===== src/rtl/axi4l_pkg.sv =====
// Shared AXI4-Lite types for the master engine and its bench.
// Response codes, master FSM states and the default protection value.
package axi4l_pkg;

   typedef enum logic [1:0] {
      OKAY   = 2'd0,
      EXOKAY = 2'd1,
      SLVERR = 2'd2,
      DECERR = 2'd3
   } axi4l_resp_t;

   typedef enum logic [2:0] {
      IDLE,
      WR_AW_W,
      WR_B,
      RD_AR,
      RD_R,
      RSP
   } axi4l_master_state_t;

   localparam logic [2:0] AXI4L_PROT_DEFAULT = 3'b000;

endpackage


===== src/rtl/axi4l_master_wdog.sv =====
// Transaction watchdog: counts busy cycles, flags expiry after TIMEOUT_CYCLES of them.
// Latency: expired is combinational from the count; the count updates on the next edge.
// Backpressure: none, it only observes the run/clear controls.
module axi4l_master_wdog #(
   parameter int TIMEOUT_CYCLES = 1024
) (
   input  logic clk,
   input  logic rst_n,
   input  logic clr,
   input  logic run,
   output logic expired
);

   localparam int CW = $clog2(TIMEOUT_CYCLES + 1);
   localparam logic [CW-1:0] LAST = CW'(TIMEOUT_CYCLES - 1);

   logic [CW-1:0] cnt_q, cnt_d;

   // Saturates on the last busy cycle so a stalled caller cannot wrap it.
   always_comb begin
      cnt_d = cnt_q;
      if (clr) begin
         cnt_d = '0;
      end else if (run && (cnt_q != LAST)) begin
         cnt_d = cnt_q + CW'(1);
      end
   end

   always_ff @(posedge clk or negedge rst_n) begin
      if (!rst_n) begin
         cnt_q <= '0;
      end else begin
         cnt_q <= cnt_d;
      end
   end

   assign expired = run && (cnt_q == LAST);

endmodule


===== src/rtl/axi4l_master.sv =====
// AXI4-Lite master: one command in, one AXI4-Lite transaction out, one response back.
// Latency: accept at cycle 0, rsp_valid at cycle 3 with a zero-wait slave; one transaction outstanding.
// Backpressure: cmd_ready only in IDLE; rsp held until rsp_ready. Watchdog under AXI4L_MASTER_TIMEOUT_EN.
module axi4l_master
   import axi4l_pkg::*;
#(
   parameter int                        AXI_ADDR_WIDTH = 32,
   parameter int                        AXI_DATA_WIDTH = 32,
   parameter logic [AXI_ADDR_WIDTH-1:0] BASE_ADDR      = AXI_ADDR_WIDTH'(32'h8000_0000),
   parameter int                        TIMEOUT_CYCLES = 1024
) (
   input  logic                          clk,
   input  logic                          rst_n,

   input  logic                          cmd_valid,
   output logic                          cmd_ready,
   input  logic                          cmd_write,
   input  logic [AXI_ADDR_WIDTH-1:0]     cmd_addr,
   input  logic [AXI_DATA_WIDTH-1:0]     cmd_wdata,
   input  logic [AXI_DATA_WIDTH/8-1:0]   cmd_wstrb,

   output logic                          rsp_valid,
   input  logic                          rsp_ready,
   output logic [AXI_DATA_WIDTH-1:0]     rsp_rdata,
   output axi4l_resp_t                   rsp_resp,
   output logic                          rsp_timeout,

   output logic [AXI_ADDR_WIDTH-1:0]     m_awaddr,
   output logic [2:0]                    m_awprot,
   output logic                          m_awvalid,
   input  logic                          m_awready,
   output logic [AXI_DATA_WIDTH-1:0]     m_wdata,
   output logic [AXI_DATA_WIDTH/8-1:0]   m_wstrb,
   output logic                          m_wvalid,
   input  logic                          m_wready,
   input  logic [1:0]                    m_bresp,
   input  logic                          m_bvalid,
   output logic                          m_bready,
   output logic [AXI_ADDR_WIDTH-1:0]     m_araddr,
   output logic [2:0]                    m_arprot,
   output logic                          m_arvalid,
   input  logic                          m_arready,
   input  logic [AXI_DATA_WIDTH-1:0]     m_rdata,
   input  logic [1:0]                    m_rresp,
   input  logic                          m_rvalid,
   output logic                          m_rready
);

   localparam int STRB_W = AXI_DATA_WIDTH / 8;
   localparam logic [AXI_ADDR_WIDTH-1:0] ALIGN_MASK = ~AXI_ADDR_WIDTH'(STRB_W - 1);

   axi4l_master_state_t             state_q, state_d;
   logic [AXI_ADDR_WIDTH-1:0]       addr_q, addr_d;
   logic [AXI_DATA_WIDTH-1:0]       wdata_q, wdata_d;
   logic [STRB_W-1:0]               wstrb_q, wstrb_d;
   logic                            awvalid_q, awvalid_d;
   logic                            wvalid_q, wvalid_d;
   logic [AXI_DATA_WIDTH-1:0]       rdata_q, rdata_d;
   axi4l_resp_t                     resp_q, resp_d;
   logic                            timeout_q, timeout_d;

   logic                            accept;
   logic                            busy;
   logic                            expire;
   logic [AXI_ADDR_WIDTH-1:0]       issue_addr;

   assign accept     = cmd_valid && (state_q == IDLE);
   assign busy       = (state_q != IDLE) && (state_q != RSP);
   assign issue_addr = (BASE_ADDR + cmd_addr) & ALIGN_MASK;

`ifdef AXI4L_MASTER_TIMEOUT_EN
   axi4l_master_wdog #(
      .TIMEOUT_CYCLES (TIMEOUT_CYCLES)
   ) u_wdog (
      .clk     (clk),
      .rst_n   (rst_n),
      .clr     (accept),
      .run     (busy),
      .expired (expire)
   );
`else
   logic tmo_cfg_unused;
   logic busy_unused;
   assign tmo_cfg_unused = (TIMEOUT_CYCLES != 0);
   assign busy_unused    = busy;
   assign expire         = 1'b0;
`endif

   always_comb begin
      state_d   = state_q;
      addr_d    = addr_q;
      wdata_d   = wdata_q;
      wstrb_d   = wstrb_q;
      awvalid_d = awvalid_q;
      wvalid_d  = wvalid_q;
      rdata_d   = rdata_q;
      resp_d    = resp_q;
      timeout_d = timeout_q;

      case (state_q)
         IDLE: begin
            if (cmd_valid) begin
               addr_d    = issue_addr;
               rdata_d   = '0;
               resp_d    = OKAY;
               timeout_d = 1'b0;
               if (cmd_write) begin
                  wdata_d   = cmd_wdata;
                  wstrb_d   = cmd_wstrb;
                  awvalid_d = 1'b1;
                  wvalid_d  = 1'b1;
                  state_d   = WR_AW_W;
               end else begin
                  state_d   = RD_AR;
               end
            end
         end
         // AW and W retire independently; leave once neither is pending.
         WR_AW_W: begin
            awvalid_d = awvalid_q && !m_awready;
            wvalid_d  = wvalid_q && !m_wready;
            if (!awvalid_d && !wvalid_d) begin
               state_d = WR_B;
            end
         end
         WR_B: begin
            if (m_bvalid) begin
               resp_d  = axi4l_resp_t'(m_bresp);
               state_d = RSP;
            end
         end
         RD_AR: begin
            if (m_arready) begin
               state_d = RD_R;
            end
         end
         RD_R: begin
            if (m_rvalid) begin
               rdata_d = m_rdata;
               resp_d  = axi4l_resp_t'(m_rresp);
               state_d = RSP;
            end
         end
         RSP: begin
            if (rsp_ready) begin
               state_d = IDLE;
            end
         end
         default: begin
            state_d = IDLE;
         end
      endcase

      // A handshake completing on the expiry cycle still wins over abandonment.
      if (expire && (state_d == state_q)) begin
         state_d   = RSP;
         awvalid_d = 1'b0;
         wvalid_d  = 1'b0;
         rdata_d   = '0;
         resp_d    = SLVERR;
         timeout_d = 1'b1;
      end
   end

   always_ff @(posedge clk or negedge rst_n) begin
      if (!rst_n) begin
         state_q   <= IDLE;
         addr_q    <= '0;
         wdata_q   <= '0;
         wstrb_q   <= '0;
         awvalid_q <= 1'b0;
         wvalid_q  <= 1'b0;
         rdata_q   <= '0;
         resp_q    <= OKAY;
         timeout_q <= 1'b0;
      end else begin
         state_q   <= state_d;
         addr_q    <= addr_d;
         wdata_q   <= wdata_d;
         wstrb_q   <= wstrb_d;
         awvalid_q <= awvalid_d;
         wvalid_q  <= wvalid_d;
         rdata_q   <= rdata_d;
         resp_q    <= resp_d;
         timeout_q <= timeout_d;
      end
   end

   assign cmd_ready   = (state_q == IDLE);
   assign rsp_valid   = (state_q == RSP);
   assign rsp_rdata   = rdata_q;
   assign rsp_resp    = resp_q;
   assign rsp_timeout = timeout_q;

   assign m_awaddr  = addr_q;
   assign m_awprot  = AXI4L_PROT_DEFAULT;
   assign m_awvalid = awvalid_q;
   assign m_wdata   = wdata_q;
   assign m_wstrb   = wstrb_q;
   assign m_wvalid  = wvalid_q;
   assign m_bready  = (state_q == WR_B);
   assign m_araddr  = addr_q;
   assign m_arprot  = AXI4L_PROT_DEFAULT;
   assign m_arvalid = (state_q == RD_AR);
   assign m_rready  = (state_q == RD_R);

endmodule


===== config.mk =====
export PLATFORM = sky130hd
export DESIGN_NAME = axi4l_master
export DESIGN_NICKNAME = d
export VERILOG_FILES = /design/src/rtl/axi4l_pkg.sv /design/src/rtl/axi4l_master_wdog.sv /design/src/rtl/axi4l_master.sv
export SDC_FILE = /design/constraint.sdc
export NUM_CORES = 1
export LEC_CHECK = 0
export CAP_MARGIN = 20
export CORE_UTILIZATION = 38
export CTS_CLUSTER_SIZE = 25
export DETAILED_ROUTE_END_ITERATION = 12
export GPL_TIMING_DRIVEN = 0
export PLACE_DENSITY = 0.81
export SLEW_MARGIN = 20
export SYNTH_ARGS = -nofsm -noshare
export SYNTH_HDL_FRONTEND = slang
export SYNTH_HIERARCHICAL = 1
export SYNTH_SLANG_ARGS = --single-unit

===== constraint.sdc =====
create_clock -name clk -period 1.9 [get_ports clk]
set_input_delay 0.38 -clock clk [delete_from_list [all_inputs] [get_ports clk]]
set_output_delay 0.38 -clock clk [all_outputs]
set_load 0.02 [all_outputs]

==> flow_metrics.py, run 1 <==
metrics = {
    "timing": {
        "finalHoldViolCount": 0,
        "worst_slack_ns": 0.0478,
        "setup_violations": 0,
        "skew_ns": 0.00621,
        "rsz0062_at_grt": "true",
        "setup_tns_ns": 0,
        "max_freq_mhz": 540,
        "fin_crit_sh_pct": 97.5,
        "period_needed_ns": 1.85,
        "slew_violations": 0,
    },
    "power": {
        "clockPowerShare_pct": 14.6,
        "power_density_nw_per_um2": 1690,
        "intPower_uw": 8040,
        "p_seq_share_pct": 30.1,
        "irDropWorstVdd_mv": 0.997,
        "power.leakage_uw": 0.00344,
        "p_switching_uw": 4780,
        "share_comb_of_total_power_pct": 55.2,
        "sw_frac_of_total_pct": 37.3,
        "fin_total_pwr_uw": 12800,
    },
    "routing": {
        "wirelength_mm": 12.1,
        "wl_per_cell_um": 15.2,
        "drtAntennaViolNets": 0,
        "drtPass1Iterations": 4,
        "drc": 0,
        "route.vias.total": 3721,
        "via_per_inst": 4.67,
        "drt_iter0_drc": 89,
    },
    "worst_setup_path": {
        "cp.arrival_ns": 1.47,
        "criticalPathCategory": "reg -> out",
        "worstPathRequired_ns": 1.52,
        "cp-start-kind": "flip-flop",
        "path_max_fanout": 6,
        "endpoint_kind": "output pin",
    },
    "layout": {
        "syn2layout_area_growth_pct": 70.2,
        "design_area_sq_um": 7590,
        "diodes": 0,
        "final_nets": 763,
        "final_layout_size_suffix_gt1_share_pct": 20.6,
        "finish.utilization_pct": 66.5,
    },
    "clocking": {
        "cts_max_level": 3,
        "cts.root.buffer_cell": "clkbuf_16",
        "cts_tree": "built",
        "insertion_delay_ns": 0.34,
        "clk_pin_slew_ns": 0.07,
        "cts_buffers": 9,
        "clock_sinks": 105,
        "cts_max_path_buffers": 2,
    },
    "global_routing": {
        "grt_pass1_vias": 3585,
        "use_met2_pct": 35.5,
        "top_usage_layer": "met2",
        "grt_pass1_wl_mm": 17.7,
        "grt_use_met3_pct": 4.70,
        "grtUsageMet1_pct": 21.5,
        "antenna_found_initial": 0,
        "grt_max_degree": 57,
        "grt.overflow.total": 0,
        "grt.total_usage_pct": 19.3,
    },
    "placement": {
        "dp.final_hpwl_mm": 9.53,
        "pre_cts_ws_ns": -0.459,
        "portBuffers": 248,
        "gp_congestion": 0.757,
        "place_area_sq_um": 7190,
    },
    "synth": {
        "synthTopCellsByArea": "dfrtp_1 59%, mux2_2 9.3%, mux2_1 7.6%",
        "yosysSeqAreaShare_pct": 58.9,
        "synth_area_leader_cell": "dfrtp_1",
        "synth-edff-count": 0,
        "syn-instance-count": 370,
        "ys_warn_count": 6,
        "synthArstFlopShare_pct": 100,
        "synth_common_cells": "105 x dfrtp_1, 68 x nand2_1, 41 x buf_4",
        "synth_top_area_share_pct": 58.9,
        "netlist_area_sq_um": 4460,
        "synth_cell_types": 29,
        "synth.most_common_cell": "dfrtp_1",
        "ys_ff_latch": 105,
        "synthFlopType": "dfrtp_1",
        "avgSynthCellArea_sq_um": 12.1,
    },
    "die": {
        "core_sq_um": 11400,
        "start_util_pct": 39.1,
        "die_y_um": 110,
        "die_area_sq_um": 12200,
        "dieWidth_um": 110,
        "ios": 262,
        "rows": 39,
    },
    "flow_run": {
        "maxCapViolations": 0,
    },
    "worst_hold_path": {
        "min_path_type": "reg -> reg",
    },
    "outcome": {
        "status": "complete, no violations",
    },
}
==> kinds of logic after synthesis <==
group                  after synthesis  synth area share [%]
other                                1                0.0841
AOI/OAI and AO/OA                   15                  2.16
DFF                                105                  58.9
muxes                               70                  17.6
and+or+nand+nor                    116                  12.0
buffers and inverters               63                  9.23
==> per-stage QoR <==
stage / std cells / hold slack [ns]
6_report: 797 / 0.466
4_1_cts: 792 / 0.472
2_1_floorplan: 380 / 0.0844
5_1_grt: 797 / 0.490
3_5_place_dp: 772 / 0.347
3_3_place_gp: 771 / 0.452
==> metal layers <==
layer  part of all wire, %  wire length (um)
met5                     0                 0
met4                   1.6               189
met3                   8.3              1000
met2                    54              6540
met1                    36              4400
==> path summary, 6_finish.rpt <==
check | startpoint | endpoint | slack, ns | cells past startpoint
setup reg to reg | state_q[1] | m_wdata[1] | 0.12 | 5
min in group asynchronous | rst_n | rsp_rdata[30] | 0.55 | 2
hold / removal | rsp_rdata[26] | rsp_rdata[26] | 0.47 | 2
max in group asynchronous | rst_n | m_wdata[29] | 0.71 | 3
setup / recovery | state_q[1] | m_rready | 0.05 | 3
hold reg to reg | rsp_rdata[26] | rsp_rdata[26] | 0.47 | 2
==> sequential cells by signal, summed over array words and instances, names as in the netlist <==
register,count
m_wdata,32
m_awvalid,1
state_q,3
m_wvalid,1
m_araddr,30
rsp_rdata,32
rsp_resp,2
m_wstrb,4
==> power by group through the flow <==
stage          sequential, uW  clock, uW  combinational [uW]
4_1_cts                  3890       1920                7090
3_3_place_gp             3830          0                6890
6_report                 3860       1870                7080
5_1_grt                  3990       2010                7560
2_1_floorplan            5010          0                2470
3_5_place_dp             3910          0                7020
==> layout make-up <==
type,count,area (sq um)
Buffer,60,410
Multi-Input combinational cell,212,1480
Inverter,3,11.3
Sequential cell,105,2630
Timing Repair Buffer,258,2570
Tap cell,143,179
Clock buffer,11,243
Clock inverter,5,63.8
Fill cell,892,3830
==> what timing repair did <==
| action | in CTS | in global routing |
|---|---|---|
| setup buffers | 3 | 5 |
| endpoints found under the hold margin | 15 | 0 |
| setup endpoints to repair | 35 | 11 |
| pin swaps | 1 | 1 |
| resized for setup | 27 | 3 |
| hold buffers | 1 | 0 |
==> worst max-delay path, stage by stage, from the launching register on <==
cell and delay, ns:
dfrtp_2 0.45, nor3b_4 0.27, buf_6 0.15, clkdlybuf4s15_2 0.26
==> placed cells by master (no fill, tap or decap), types with 2 or more instances in the layout <==
master           count
clkdlybuf4s50_1    242
dfrtp_1            102
nand2_1             68
buf_4               50
mux2_2              37
nand3_1             32
mux2_1              30
buf_2               18
conb_1              11
clkbuf_16            9
a21oi_1              7
inv_1                3
mux2i_1              3
clkdlybuf4s15_2      3
dfrtp_2              3
buf_6                2
nor3b_1              2
nor3_1               2
nor3_4               2
nor2_1               2
clkbuf_1             2
a22o_1               2
nor2b_1              2
o31ai_1              2
clkinv_4             2
Note: power is estimated with default switching activity, not from simulation.
==> inputs of run 2 (changes only) <==
--- a/config.mk
+++ b/config.mk
@@ -10,7 +10,7 @@
 export CTS_CLUSTER_SIZE = 25
 export DETAILED_ROUTE_END_ITERATION = 12
 export GPL_TIMING_DRIVEN = 0
-export PLACE_DENSITY = 0.81
+export PLACE_DENSITY_LB_ADDON = 0.15
 export SLEW_MARGIN = 20
 export SYNTH_ARGS = -nofsm -noshare
 export SYNTH_HDL_FRONTEND = slang
==> run 2 against run 1 <==
  * Die area unchanged
  * Sequential power about the same
  * First-iteration DRC count up 36%
  * Hold slack about the same
  * Fmax up 0.30%
  * Critical path depth unchanged
  * Flip-flop and latch count unchanged
  * Global-route usage down 0.23 points
  * Sequential share of layout area up 0.21 points
  * Highest routed layer unchanged
  * Clock-buffer cell count down 1
==> flow_metrics.py, run 2 (synthesized netlist as in run 1, its figures left out) <==
metrics = {
    "worst_hold_path": {
        "min_path_type": "reg -> reg",
    },
    "power": {
        "p_seq_share_pct": 30.4,
        "fin_total_pwr_uw": 12700,
        "irDropWorstVdd_mv": 0.907,
        "p_switching_uw": 4770,
        "clockPowerShare_pct": 14.5,
        "intPower_uw": 7960,
        "power.leakage_uw": 0.00341,
        "share_comb_of_total_power_pct": 55.1,
        "sw_frac_of_total_pct": 37.5,
        "power_density_nw_per_um2": 1690,
    },
    "worst_setup_path": {
        "slowest_stage": "dfrtp_2",
        "criticalPathCategory": "reg -> out",
        "crit_family": "buffers and inverters",
        "crit_buf_inv": 2,
        "cp.arrival_ns": 1.47,
        "cp-start-kind": "flip-flop",
        "cp_cell_sequence": "clkbuf_4, nor3_1, clkdlybuf4s15_2",
        "rrSetupSlack_ns": 0.15,
        "worstPathRequired_ns": 1.52,
        "endpoint_kind": "output pin",
        "path_max_fanout": 10,
        "max_stage_delay_ns": 0.46,
    },
    "die": {
        "start_util_pct": 39.1,
        "die_y_um": 110,
        "ios": 262,
        "rows": 39,
        "core_sq_um": 11400,
        "dieWidth_um": 110,
        "die_area_sq_um": 12200,
    },
    "routing": {
        "via_per_inst": 4.60,
        "drt_iter0_drc": 121,
        "wirelength_mm": 11.9,
        "wl_per_cell_um": 15.1,
        "drtPass1Iterations": 4,
        "drtAntennaViolNets": 0,
        "route.vias.total": 3647,
        "drc": 0,
    },
    "placement": {
        "dp_cells": 772,
        "dp.final_hpwl_mm": 9.10,
        "portBuffers": 248,
        "gp_congestion": 0.781,
    },
    "global_routing": {
        "grt.overflow.total": 0,
        "antenna_found_initial": 0,
        "grt_max_degree": 63,
        "grt_pass1_wl_mm": 17.2,
        "grt.total_usage_pct": 19.1,
        "grt_pass1_vias": 3372,
    },
    "clocking": {
        "cts.root.buffer_cell": "clkbuf_16",
        "clk_pin_slew_ns": 0.07,
        "cts_max_level": 3,
        "cts_buffers": 9,
        "insertion_delay_ns": 0.34,
        "cts_max_path_buffers": 2,
        "cts_tree": "built",
        "clock_sinks": 105,
    },
    "timing": {
        "setup_tns_ns": 0,
        "slew_violations": 0,
        "period_needed_ns": 1.85,
        "setup_violations": 0,
        "max_freq_mhz": 542,
        "fin_crit_sh_pct": 97.2,
        "skew_ns": 0.00938,
        "finalHoldViolCount": 0,
    },
    "layout": {
        "fin_cells": 793,
        "syn2layout_area_growth_pct": 69.1,
        "diodes": 0,
        "final_common_cell": "clkdlybuf4s50_1",
        "finish.utilization_pct": 66.1,
        "final_layout_size_suffix_gt1_share_pct": 20.2,
        "final_cell_mix": "242 x clkdlybuf4s50_1, 102 x dfrtp_1, 68 x nand2_1, 46 x buf_4, 37 x mux2_2",
        "n_fill_cell": 947,
        "final_nets": 759,
    },
    "flow_run": {
        "maxCapViolations": 0,
    },
    "outcome": {
        "status": "complete, no violations",
    },
}
run 2: changes by cell type in the layout (fill, tap and decap cells not counted):
cell,change
nor3_2,+1
buf_4,-4
clkbuf_4,+1
nor3_4,-1
clkinvlp_4,+2
clkbuf_8,-1
clkinv_2,+1
clkinv_4,-2
buf_2,-1
run 2: what timing repair did:
action | in CTS | in global routing
buffers inserted | 3 | 1
gates cloned | 0 | 0
endpoints found under the setup margin | 8 | 4
hold buffers | 1 | 0
pin swaps | 1 | 0
gates resized for setup | 25 | 5
endpoints found under the hold margin | 43 | 0
run 2: cell type report:
type	count	area [sq um]	area share [%]
Clock inverter	6	66.3	0.879
Tap cell	143	179	2.37
Inverter	3	11.3	0.149
Clock buffer	10	229	3.03
Timing Repair Buffer	254	2540	33.7
Multi-Input combinational cell	212	1470	19.5
Sequential cell	105	2630	34.9
Buffer	60	413	5.47
run 2: worst paths after layout:
| path | start | to | cells after the start |
|---|---|---|---|
| setup / recovery | state_q[2] | cmd_ready | 3 |
| hold / removal | rsp_rdata[28] | rsp_rdata[28] | 2 |
| setup reg to reg | state_q[1] | m_araddr[27] | 5 |
| hold reg to reg | rsp_rdata[28] | rsp_rdata[28] | 2 |
| max in group asynchronous | rst_n | m_araddr[2] | 3 |
| min in group asynchronous | rst_n | rsp_rdata[27] | 2 |
run 2: worst reg2reg max path: cells and delay by family, from the launching register on:
kind	cells	cell delay [ns]
flops	1	0.45
mux	1	0.38
buf+inv	2	0.41
simple gates	2	0.38
run 2: power groups by stage:
stage / logic, uW / clock network (uW) / registers, uW
6_report: 7020 / 1850 / 3870
5_1_grt: 7480 / 2000 / 4000
4_1_cts: 7060 / 1900 / 3890
3_5_place_dp: 7000 / 0 / 3910
3_3_place_gp: 6900 / 0 / 3850
2_1_floorplan: 2470 / 0 / 5010
run 2: routing by layer:
layer  wire length, um  part of all wire, %  GRT usage, %  vias to the layer above
met3               944                  7.9          5.29                       13
met5                 0                    0             0                        -
li1                  -                    -             -                     1744
met2              6420                   54          34.3                      142
met1              4400                   37          21.2                     1748
met4               179                  1.5          7.52                        0
run 2: through the flow:
step	setup slack (ns)	cell area (sq um)	hold WS, ns
after CTS	0.00305	7540	0.471
final	0.0534	7540	0.466
after floorplan	0.275	4500	0.0844
after detailed placement	-0.441	7190	0.335
after global placement	-3.63	7160	0.450
after global routing	-0.000739	7540	0.487
==> inputs of run 3 (changes only) <==
--- a/config.mk
+++ b/config.mk
@@ -6,7 +6,7 @@
 export NUM_CORES = 1
 export LEC_CHECK = 0
 export CAP_MARGIN = 20
-export CORE_UTILIZATION = 38
+export CORE_UTILIZATION = 40
 export CTS_CLUSTER_SIZE = 25
 export DETAILED_ROUTE_END_ITERATION = 12
 export GPL_TIMING_DRIVEN = 0
==> constraint.sdc (replaced) <==
create_clock -name clk -period 2.3 [get_ports clk]
set_input_delay 0.46 -clock clk [delete_from_list [all_inputs] [get_ports clk]]
set_output_delay 0.46 -clock clk [all_outputs]
set_load 0.02 [all_outputs]
==> run 3 against run 2 <==
  * Clock power fell by 39%
  * Flip-flop and latch count unchanged
  * Clock skew is essentially flat
  * Critical path depth stayed put
  * Hold slack got worse by 0.45 ns
  * Via count fell by 0.90%
  * Critical path type unchanged
  * Largest power group unchanged
==> flow_metrics.py, run 3 (synthesized netlist as in run 1, its figures left out) <==
metrics = {
    "timing": {
        "setup_tns_ns": 0,
        "finalHoldViolCount": 0,
        "fin_crit_sh_pct": 93.4,
        "rsz0062_at_grt": "false",
        "period_needed_ns": 2.15,
        "skew_ns": 0.00947,
        "setup_violations": 0,
        "max_freq_mhz": 466,
        "slew_violations": 0,
        "worst_slack_ns": 0.152,
    },
    "outcome": {
        "status": "complete, no violations",
    },
    "global_routing": {
        "grt.overflow.total": 0,
        "antenna_found_initial": 0,
        "grt_pass1_vias": 3626,
        "use_met2_pct": 36.1,
        "grt_use_met3_pct": 5.93,
        "top_usage_layer": "met2",
        "grt_max_degree": 59,
        "grtUsageMet1_pct": 23.0,
        "grt_pass1_wl_mm": 18.1,
        "grt.total_usage_pct": 20.5,
    },
    "clocking": {
        "cts_max_path_buffers": 2,
        "cts_buffers": 9,
        "cts_max_level": 3,
        "cts_tree": "built",
        "clock_sinks": 105,
        "insertion_delay_ns": 0.36,
        "hold_buffers": 0,
        "clk_pin_slew_ns": 0.09,
        "cts.root.buffer_cell": "clkbuf_8",
    },
    "worst_setup_path": {
        "criticalPathCategory": "reg -> out",
        "max_stage_delay_ns": 0.47,
        "r2r-start": "state_q[1]",
        "critPathLaunch": "state_q[0]",
        "cp-start-kind": "flip-flop",
        "worstPathRequired_ns": 1.84,
        "slowest_stage": "dfrtp_2",
        "cp.arrival_ns": 1.69,
        "crit_family": "buffers and inverters",
        "crit_buf_inv": 2,
        "path_max_fanout": 10,
        "rrSetupSlack_ns": 0.42,
        "endpoint_kind": "output pin",
        "cp_cell_sequence": "buf_2, nor3_2, dlygate4sd2_1",
    },
    "die": {
        "rows": 38,
        "start_util_pct": 41.1,
        "ios": 262,
        "die_area_sq_um": 11600,
        "core_sq_um": 10800,
        "die_y_um": 108,
        "dieWidth_um": 108,
    },
    "placement": {
        "gp_congestion": 0.771,
        "place_area_sq_um": 7180,
        "dp.final_hpwl_mm": 9.14,
        "portBuffers": 248,
        "pre_cts_ws_ns": -0.0928,
        "dp_cells": 769,
    },
    "layout": {
        "fin_cells": 784,
        "seqCellArea_sq_um": 2630,
        "final_cell_mix": "242 x clkdlybuf4s50_1, 103 x dfrtp_1, 68 x nand2_1, 42 x buf_4, 37 x mux2_2",
        "diodes": 0,
        "multiInputGateArea_sq_um": 1470,
        "final_nets": 755,
        "design_area_sq_um": 7380,
        "syn2layout_area_growth_pct": 65.6,
        "final_layout_size_suffix_gt1_share_pct": 18.6,
        "final_common_cell": "clkdlybuf4s50_1",
        "n_fill_cell": 866,
        "finish.utilization_pct": 68.1,
    },
    "routing": {
        "drtAntennaViolNets": 0,
        "via_per_inst": 4.61,
        "route.vias.total": 3614,
        "wirelength_mm": 11.6,
        "drtPass1Iterations": 4,
        "wl_per_cell_um": 14.8,
        "drt_iter0_drc": 129,
        "drc": 0,
    },
    "worst_hold_path": {
        "min_path_type": "in -> async",
    },
    "power": {
        "irDropWorstVdd_mv": 0.862,
        "power_density_nw_per_um2": 1360,
        "power.leakage_uw": 0.00336,
    },
    "flow_run": {
        "maxCapViolations": 0,
    },
}
[run 3: where the power goes]
group | switching (uW) | total, uW | internal [uW]
combinational | 2720 | 5730 | 3010
clock | 600 | 1120 | 521
sequential | 517 | 3180 | 2660
total | 3830 | 10000 | 6200
[run 3: metal layers]
layer  routed length [um]  up-vias
met5                    0        -
met4                  250        0
met3                  982       18
met2                 5970      149
met1                 4420     1718
li1                     -     1729
[run 3: final timing paths]
path | to | cells after the start
max in group asynchronous | m_wstrb[2] | 2
hold reg to reg | rsp_rdata[16] | 2
setup / recovery | m_bready | 3
min in group clk | rsp_rdata[16] | 2
hold / removal | m_araddr[25] | 1
setup reg to reg | m_wdata[26] | 5
[run 3: layout make-up]
cell class,instances,area share (%)
Clock inverter,3,0.576
Clock buffer,11,1.91
Timing Repair Buffer,250,34.0
Tap cell,140,2.37
Sequential cell,105,35.6
Buffer,60,5.44
Multi-Input combinational cell,212,19.9
Inverter,3,0.152
[run 3: timing repair]
| action | in CTS | in global routing |
|---|---|---|
| gates resized for setup | 10 | 0 |
| setup endpoints to repair | 5 | 0 |
| buffers inserted | 1 | 0 |
[run 3: through the flow]
| stage | power (uW) | hold WS, ns |
|---|---|---|
| final | 10000 | 0.0142 |
| after global routing | 10600 | 0.0437 |
| after CTS | 10100 | 0.0241 |
| after detailed placement | 9010 | 0.428 |
| after global placement | 8870 | 0.449 |
| after floorplan | 6180 | 0.164 |
